===== src/rtl/cpu_pkg.sv =====
// cpu_pkg: shared FSM states, addressing-mode codes and register indices.
package cpu_pkg;
   typedef enum logic [1:0] {IDLE, XFER, WB, FIN} state_t;
   localparam logic [1:0] IA = 2'b10, IB = 2'b11, DA = 2'b00, DB = 2'b01;
   localparam int WORD_BYTES = 4;
   localparam logic [3:0] R0 = 4'd0, R1 = 4'd1, R2 = 4'd2, R3 = 4'd3;
   localparam logic [3:0] R4 = 4'd4, R5 = 4'd5, R6 = 4'd6, R7 = 4'd7;
   localparam logic [3:0] R8 = 4'd8, R9 = 4'd9, R10 = 4'd10, R11 = 4'd11;
   localparam logic [3:0] R12 = 4'd12, R13 = 4'd13, R14 = 4'd14, R15 = 4'd15;
   localparam logic [3:0] LR = 4'd14, PC = 4'd15;
endpackage


===== src/rtl/block_xfer_seq_if.sv =====
// block_xfer_seq_if: memory bus and register-bank ports of the transfer sequencer.
interface block_xfer_seq_if #(
   parameter int ADDR_W = 32
);
   logic              mem_req;
   logic              mem_we;
   logic              mem_ack;
   logic [ADDR_W-1:0] mem_addr;
   logic [ADDR_W-1:0] mem_wdata;
   logic [ADDR_W-1:0] mem_rdata;
   logic [3:0]        rf_read_select;
   logic [ADDR_W-1:0] rf_read_data;
   logic [3:0]        rf_write_select;
   logic              rf_write_en;
   logic [ADDR_W-1:0] rf_write_data;
   modport master (
      output mem_req, mem_we, mem_addr, mem_wdata, rf_read_select,
             rf_write_select, rf_write_en, rf_write_data,
      input  mem_ack, mem_rdata, rf_read_data
   );
   modport slave (
      input  mem_req, mem_we, mem_addr, mem_wdata, rf_read_select,
             rf_write_select, rf_write_en, rf_write_data,
      output mem_ack, mem_rdata, rf_read_data
   );
endinterface


===== src/rtl/reg_list_scan.sv =====
// reg_list_scan: lowest set index, remaining list and popcount of a 16-bit register list.
module reg_list_scan (
   input  logic [15:0] list,
   output logic [3:0]  idx,
   output logic        valid,
   output logic [15:0] rest,
   output logic [4:0]  count
);
   always_comb begin
      idx = '0;
      count = '0;
      for (int i = 15; i >= 0; i--) idx = list[i] ? 4'(i) : idx;
      for (int i = 0; i < 16; i++) count = count + 5'(list[i]);
   end
   assign valid = |list;
   assign rest = list & (list - 16'd1);
endmodule


===== src/rtl/block_xfer_seq.sv =====
// block_xfer_seq: LDM/STM sequencer walking a register list lowest-first, one memory transfer per ack.
module block_xfer_seq
   import cpu_pkg::*;
#(
   parameter int ADDR_W = 32
) (
   input  logic              clk,
   input  logic              reset_n,
   input  logic              start,
   input  logic              is_load,
   input  logic              up,
   input  logic              pre,
   input  logic              writeback,
   input  logic [3:0]        base_sel,
   input  logic [ADDR_W-1:0] base_addr,
   input  logic [15:0]       reg_list,
   block_xfer_seq_if.master  bus,
   output logic              busy,
   output logic              done
);
   localparam logic [ADDR_W-1:0] STEP = ADDR_W'(WORD_BYTES);
   state_t            state;
   logic [15:0]       pending, scan_in, rest;
   logic [3:0]        idx, bsel_q;
   logic              valid, ld_q, wb_q;
   logic [4:0]        cnt;
   logic [1:0]        mode;
   logic [ADDR_W-1:0] span, first, wb_val;
   // In IDLE the scanner looks at the incoming list so N is known at start.
   assign scan_in = state == IDLE ? reg_list : pending;
   reg_list_scan scan (.list(scan_in), .idx, .valid, .rest, .count(cnt));
   assign mode = {up, pre};
   assign span = ADDR_W'(cnt) * STEP;
   assign first = mode == IA ? base_addr :
                  mode == IB ? base_addr + STEP :
                  mode == DA ? base_addr - span + STEP : base_addr - span;
   assign bus.mem_we = bus.mem_req & ~ld_q;
   assign bus.mem_wdata = bus.mem_we ? bus.rf_read_data : '0;
   assign bus.rf_read_select = state == XFER && !ld_q ? idx : '0;
   always_ff @(posedge clk) begin
      if (!reset_n) begin
         state <= IDLE;
         pending <= '0;
         ld_q <= 1'b0;
         wb_q <= 1'b0;
         bsel_q <= '0;
         wb_val <= '0;
         bus.mem_req <= 1'b0;
         bus.mem_addr <= '0;
         bus.rf_write_en <= 1'b0;
         bus.rf_write_select <= '0;
         bus.rf_write_data <= '0;
         busy <= 1'b0;
         done <= 1'b0;
      end else begin
         done <= 1'b0;
         bus.rf_write_en <= 1'b0;
         case (state)
            IDLE: if (start) begin
               ld_q <= is_load;
               bsel_q <= base_sel;
               pending <= reg_list;
               wb_val <= up ? base_addr + span : base_addr - span;
               // A loaded base register keeps the loaded value.
               wb_q <= writeback & valid & ~(is_load & reg_list[base_sel]);
               busy <= 1'b1;
               bus.mem_req <= valid;
               bus.mem_addr <= valid ? first & ~ADDR_W'(3) : '0;
               state <= valid ? XFER : FIN;
               done <= ~valid;
            end
            XFER: if (bus.mem_ack) begin
               pending <= rest;
               bus.mem_req <= |rest;
               bus.mem_addr <= |rest ? bus.mem_addr + STEP : '0;
               bus.rf_write_en <= ld_q;
               bus.rf_write_select <= idx;
               bus.rf_write_data <= bus.mem_rdata;
               state <= |rest ? XFER : wb_q ? WB : FIN;
               done <= ~(|rest) & ~wb_q;
            end
            WB: begin
               bus.rf_write_en <= 1'b1;
               bus.rf_write_select <= bsel_q;
               bus.rf_write_data <= wb_val;
               state <= FIN;
               done <= 1'b1;
            end
            FIN: begin
               state <= IDLE;
               busy <= 1'b0;
            end
            default: state <= IDLE;
         endcase
      end
   end
endmodule


===== src/flat_wrapper.sv =====
// flat-port wrapper written by rule: the top's interface ports become plain ports
module block_xfer_seq_flat import cpu_pkg::*;
#(
   parameter int ADDR_W = 32
)
  (clk, reset_n, start, is_load, up, pre, writeback, base_sel, base_addr, reg_list, busy, done, bus_mem_req, bus_mem_we, bus_mem_addr, bus_mem_wdata, bus_rf_read_select, bus_rf_write_select, bus_rf_write_en, bus_rf_write_data, bus_mem_ack, bus_mem_rdata, bus_rf_read_data);
  block_xfer_seq_if #(.ADDR_W(ADDR_W)) bus_i ();
  input  logic clk;
  input  logic reset_n;
  input  logic start;
  input  logic is_load;
  input  logic up;
  input  logic pre;
  input  logic writeback;
  input  logic [3:0] base_sel;
  input  logic [ADDR_W-1:0] base_addr;
  input  logic [15:0] reg_list;
  output logic busy;
  output logic done;
  output wire logic [$bits(bus_i.mem_req)-1:0] bus_mem_req;
  output wire logic [$bits(bus_i.mem_we)-1:0] bus_mem_we;
  output wire logic [$bits(bus_i.mem_addr)-1:0] bus_mem_addr;
  output wire logic [$bits(bus_i.mem_wdata)-1:0] bus_mem_wdata;
  output wire logic [$bits(bus_i.rf_read_select)-1:0] bus_rf_read_select;
  output wire logic [$bits(bus_i.rf_write_select)-1:0] bus_rf_write_select;
  output wire logic [$bits(bus_i.rf_write_en)-1:0] bus_rf_write_en;
  output wire logic [$bits(bus_i.rf_write_data)-1:0] bus_rf_write_data;
  input wire logic [$bits(bus_i.mem_ack)-1:0] bus_mem_ack;
  input wire logic [$bits(bus_i.mem_rdata)-1:0] bus_mem_rdata;
  input wire logic [$bits(bus_i.rf_read_data)-1:0] bus_rf_read_data;
  assign bus_mem_req = bus_i.mem_req;
  assign bus_mem_we = bus_i.mem_we;
  assign bus_mem_addr = bus_i.mem_addr;
  assign bus_mem_wdata = bus_i.mem_wdata;
  assign bus_rf_read_select = bus_i.rf_read_select;
  assign bus_rf_write_select = bus_i.rf_write_select;
  assign bus_rf_write_en = bus_i.rf_write_en;
  assign bus_rf_write_data = bus_i.rf_write_data;
  assign bus_i.mem_ack = bus_mem_ack;
  assign bus_i.mem_rdata = bus_mem_rdata;
  assign bus_i.rf_read_data = bus_rf_read_data;
  block_xfer_seq #(.ADDR_W(ADDR_W)) u_core (.clk(clk), .reset_n(reset_n), .start(start), .is_load(is_load), .up(up), .pre(pre), .writeback(writeback), .base_sel(base_sel), .base_addr(base_addr), .reg_list(reg_list), .bus(bus_i), .busy(busy), .done(done));
endmodule

===== config.mk =====
export PLATFORM = sky130hd
export DESIGN_NAME = block_xfer_seq_flat
export DESIGN_NICKNAME = d
export VERILOG_FILES = /design/src/rtl/cpu_pkg.sv /design/src/rtl/block_xfer_seq_if.sv /design/src/rtl/reg_list_scan.sv /design/src/rtl/block_xfer_seq.sv /design/src/flat_wrapper.sv
export SDC_FILE = /design/constraint.sdc
export NUM_CORES = 1
export LEC_CHECK = 0
export ABC_AREA = 1
export CORE_MARGIN = 10
export CORE_UTILIZATION = 45
export DETAILED_ROUTE_END_ITERATION = 10
export GPL_ROUTABILITY_DRIVEN = 0
export MAX_ROUTING_LAYER = met4
export PLACE_DENSITY = 0.71
export SETUP_SLACK_MARGIN = 0.3
export SYNTH_ARGS = -nofsm -noshare
export SYNTH_HDL_FRONTEND = slang
export SYNTH_HIERARCHICAL = 1
export SYNTH_SLANG_ARGS = --single-unit

===== constraint.sdc =====
create_clock -name clk -period 8.85 [get_ports clk]
set_clock_uncertainty 0.05 [all_clocks]
set_input_delay 1.3275 -clock clk [delete_from_list [all_inputs] [get_ports clk]]
set_output_delay 1.3275 -clock clk [all_outputs]
set_load 0.05 [all_outputs]

==> flow_summary.yaml <==
logic_synthesis:
  yosys_warnings: 6
  synth_edf_count: 0
  synth-seq-cells: 126
  synth.distinct_cells: 58
  dominantRegCellSynth: "dfxtp_1"
  synth_area_sq_um: 11660
  ys_seq_area_share_pct: 21.64
  syn_inst: 1976
  ys_async_sr_fraction_pct: 0
  avgSynthCellArea_sq_um: 5.899
global_route:
  grt_pass1_vias: 13157
  grt_use_total_pct: 28.53
  grt_antenna_before_repair: 1
  grt_max_degree: 83
  grt_pass1_wl_mm: 74.60
  grt_remaining_overflow: 0
detailed_routing:
  num_vias: 14306
  route.detailed.drc: 0
  antenna_left: 0
  routedWlPerCell_um: 19.40
  drt_iter0_drc: 2284
  vias_per_cell: 5.766
  routed_wl_mm: 48.12
  detail_route.first_pass.iterations: 7
critical_path:
  critPathLaunchType: "input pin"
  required_ns: 9.16
  startpoint: "reg_list[9]"
  crit_type: "in2reg"
  crit_fanout: 10
  crit_path_end_kind: "flip-flop"
  crit_arrival_ns: 7.95
  timing.rr.start: "u_core/state[1]"
run:
  maxCapViolations: 0
cts:
  post_cts_buffers: 0
  clk_latency_ns: 0.42
  hold_buffers: 0
  path_clk_slew_ns: 0.07
  cts.htree.levels: 4
  root_buffer: "clkbuf_16"
  clockBufferDepth: 2
  cts.sinks: 126
  ctsResizeCount: 0
  cts_buffers: 17
  cts_tree: "built"
timing:
  tightest_slew_ns: 1.027
  finalMaxSlewViolations: 0
  timing.setup.tns_ns: 0
  rsz0062_at_grt: "no"
  fin_crit_sh_pct: 86.35
  max_freq_mhz: 130.9
  finalSetupViolations: 0
  hold_viol_final: 0
  period_needed_ns: 7.642
  max_slew_margin_pct: 31.38
finish:
  syn_to_final_growth_pct: 25.32
  drive_gt1_share_pct: 7.535
  final_cell_mix: "nand2_1, inv_1, nor2_1"
  nets: 2297
  final_common_cell: "nand2_1"
placement:
  io_buffers: 230
  hpwl_mm: 36.87
floorplan:
  initial_core_util_pct: 46.02
  die_area_sq_um: 32740
  boundaryPins: 233
  die_h_um: 180.9
  fp-row-count: 58
  coreArea_sq_um: 25330
  die_x_um: 180.9
min_path:
  min_path_type: "reg2reg"
  worstHoldStart: "u_core/wb_val[20]"
run_status:
  status: "complete, no violations"
[registers in the layout (all words and copies together), names as in the netlist]
| register | flops |
|---|---|
| u_core/bus.rf_write_en | 1 |
| u_core/bus.rf_write_select | 4 |
| u_core/pending | 16 |
| u_core/bus.mem_addr | 30 |
| u_core/wb_val | 32 |
| u_core/state | 2 |
| u_core/wb_q | 1 |
| u_core/bus.rf_write_data | 32 |
| u_core/busy | 1 |
| u_core/ld_q | 1 |
| u_core/bsel_q | 4 |
| u_core/bus.mem_req | 1 |
| u_core/done | 1 |
[cell families after synthesis]
kind of cell	after synthesis	share of synthesized area, %
adders and majority gates	36	4.637
and+or+nand+nor	995	38.19
other	2	0.06443
xor gates and xnor gates	33	2.480
buffers and inverters	363	12.61
AOI/OAI and AO/OA	421	20.37
DFF	126	21.64
[cells in the mapped netlist (3+ instances only)]
| master | number | area (sq um) |
|---|---|---|
| inv_1 | 236 | 885.9 |
| nor2_2 | 23 | 143.9 |
| o21ai_1 | 8 | 40.04 |
| o211ai_1 | 24 | 180.2 |
| nor2_4 | 15 | 168.9 |
| dfxtp_1 | 126 | 2522 |
| ha_1 | 24 | 300.3 |
| nand3_1 | 114 | 570.6 |
| nand3b_1 | 5 | 37.54 |
| a211oi_1 | 11 | 82.58 |
| nand3_2 | 7 | 70.07 |
| nand2_2 | 28 | 175.2 |
| clkinv_1 | 5 | 18.77 |
| a21oi_1 | 111 | 555.5 |
| o221ai_1 | 6 | 52.55 |
| buf_4 | 7 | 52.55 |
| buf_1 | 5 | 18.77 |
| buf_2 | 12 | 60.06 |
| nand2_4 | 3 | 33.78 |
| nor3_1 | 25 | 125.1 |
| buf_6 | 6 | 67.56 |
| nor4_1 | 14 | 87.58 |
| inv_2 | 17 | 63.81 |
| or2_2 | 7 | 43.79 |
| nand2_1 | 475 | 1783 |
| nand4_1 | 39 | 244.0 |
| a31oi_1 | 71 | 444.2 |
| a221oi_1 | 4 | 35.03 |
| nor2_1 | 231 | 867.1 |
| xor2_1 | 29 | 254.0 |
| fa_1 | 12 | 240.2 |
| clkbuf_1 | 70 | 262.8 |
| o21ai_0 | 171 | 855.8 |
| xnor2_1 | 4 | 35.03 |
[cell type report]
class	instances	area [sq um]
diodes	1	2.502
clock buffers	17	425.4
clock inverters	15	168.9
fillers	2506	10720
inverters	262	1003
multi-input cells	1488	7690
flip-flops and latches	126	2522
well taps	330	412.9
repair buffers	242	2382
[worst max-delay path, stage by stage]
cell	delay [ns]
clkdlybuf4s50_1	0.48
inv_1	0.06
o21ai_0	0.37
inv_1	0.17
fa_1	0.55
fa_1	0.44
fa_1	0.53
fa_1	0.44
inv_1	0.08
ha_1	0.16
inv_1	0.07
fa_1	0.45
xnor2_1	0.28
inv_1	0.08
ha_1	0.54
nand3_1	0.16
nand2_1	0.20
nand2_2	0.15
nand2_1	0.09
nand2_1	0.07
nand2_2	0.14
nand2_2	0.08
nor3_4	0.24
nand3_1	0.21
o21ai_0	0.24
nand2_1	0.19
a21oi_1	0.16
[worst paths after layout]
check                           slack, ns  cells past startpoint                 endpoint
worst min register to register       0.42                      2        u_core/wb_val[20]
worst max register to register       1.24                     28  u_core/bus.mem_addr[12]
worst max-delay path                 1.21                     27  u_core/bus.mem_addr[12]
worst min-delay path                 0.42                      2        u_core/wb_val[20]
[per-stage QoR]
stage / instances / setup WS (ns) / hold WS, ns / utilization (%) / cell area (sq um)
2_1_floorplan: 1977 / 2.237 / 0.3887 / - / 11660
3_3_place_gp: 2448 / 1.008 / 0.4044 / 55.32 / 14010
4_1_cts: 2480 / 1.323 / 0.4198 / 57.67 / 14610
3_5_place_dp: 2448 / 0.8848 / 0.4086 / 55.32 / 14010
6_report: 2481 / 1.208 / 0.4182 / 57.68 / 14610
5_1_grt: 2481 / 0.7515 / 0.4363 / 57.68 / 14610
[routing by layer]
layer | GRT usage (%) | part of all wire (%) | vias to the layer above
li1 | - | - | 6796
met1 | 36.27 | 42 | 6497
met2 | 42.82 | 43 | 865
met3 | 5.754 | 10 | 148
met4 | 12.89 | 4.4 | 0
met5 | - | 0 | -
Power is left out: the tool's default activity adds up to more than one toggle a clock period on the data nets, which glitch-free logic cannot reach.
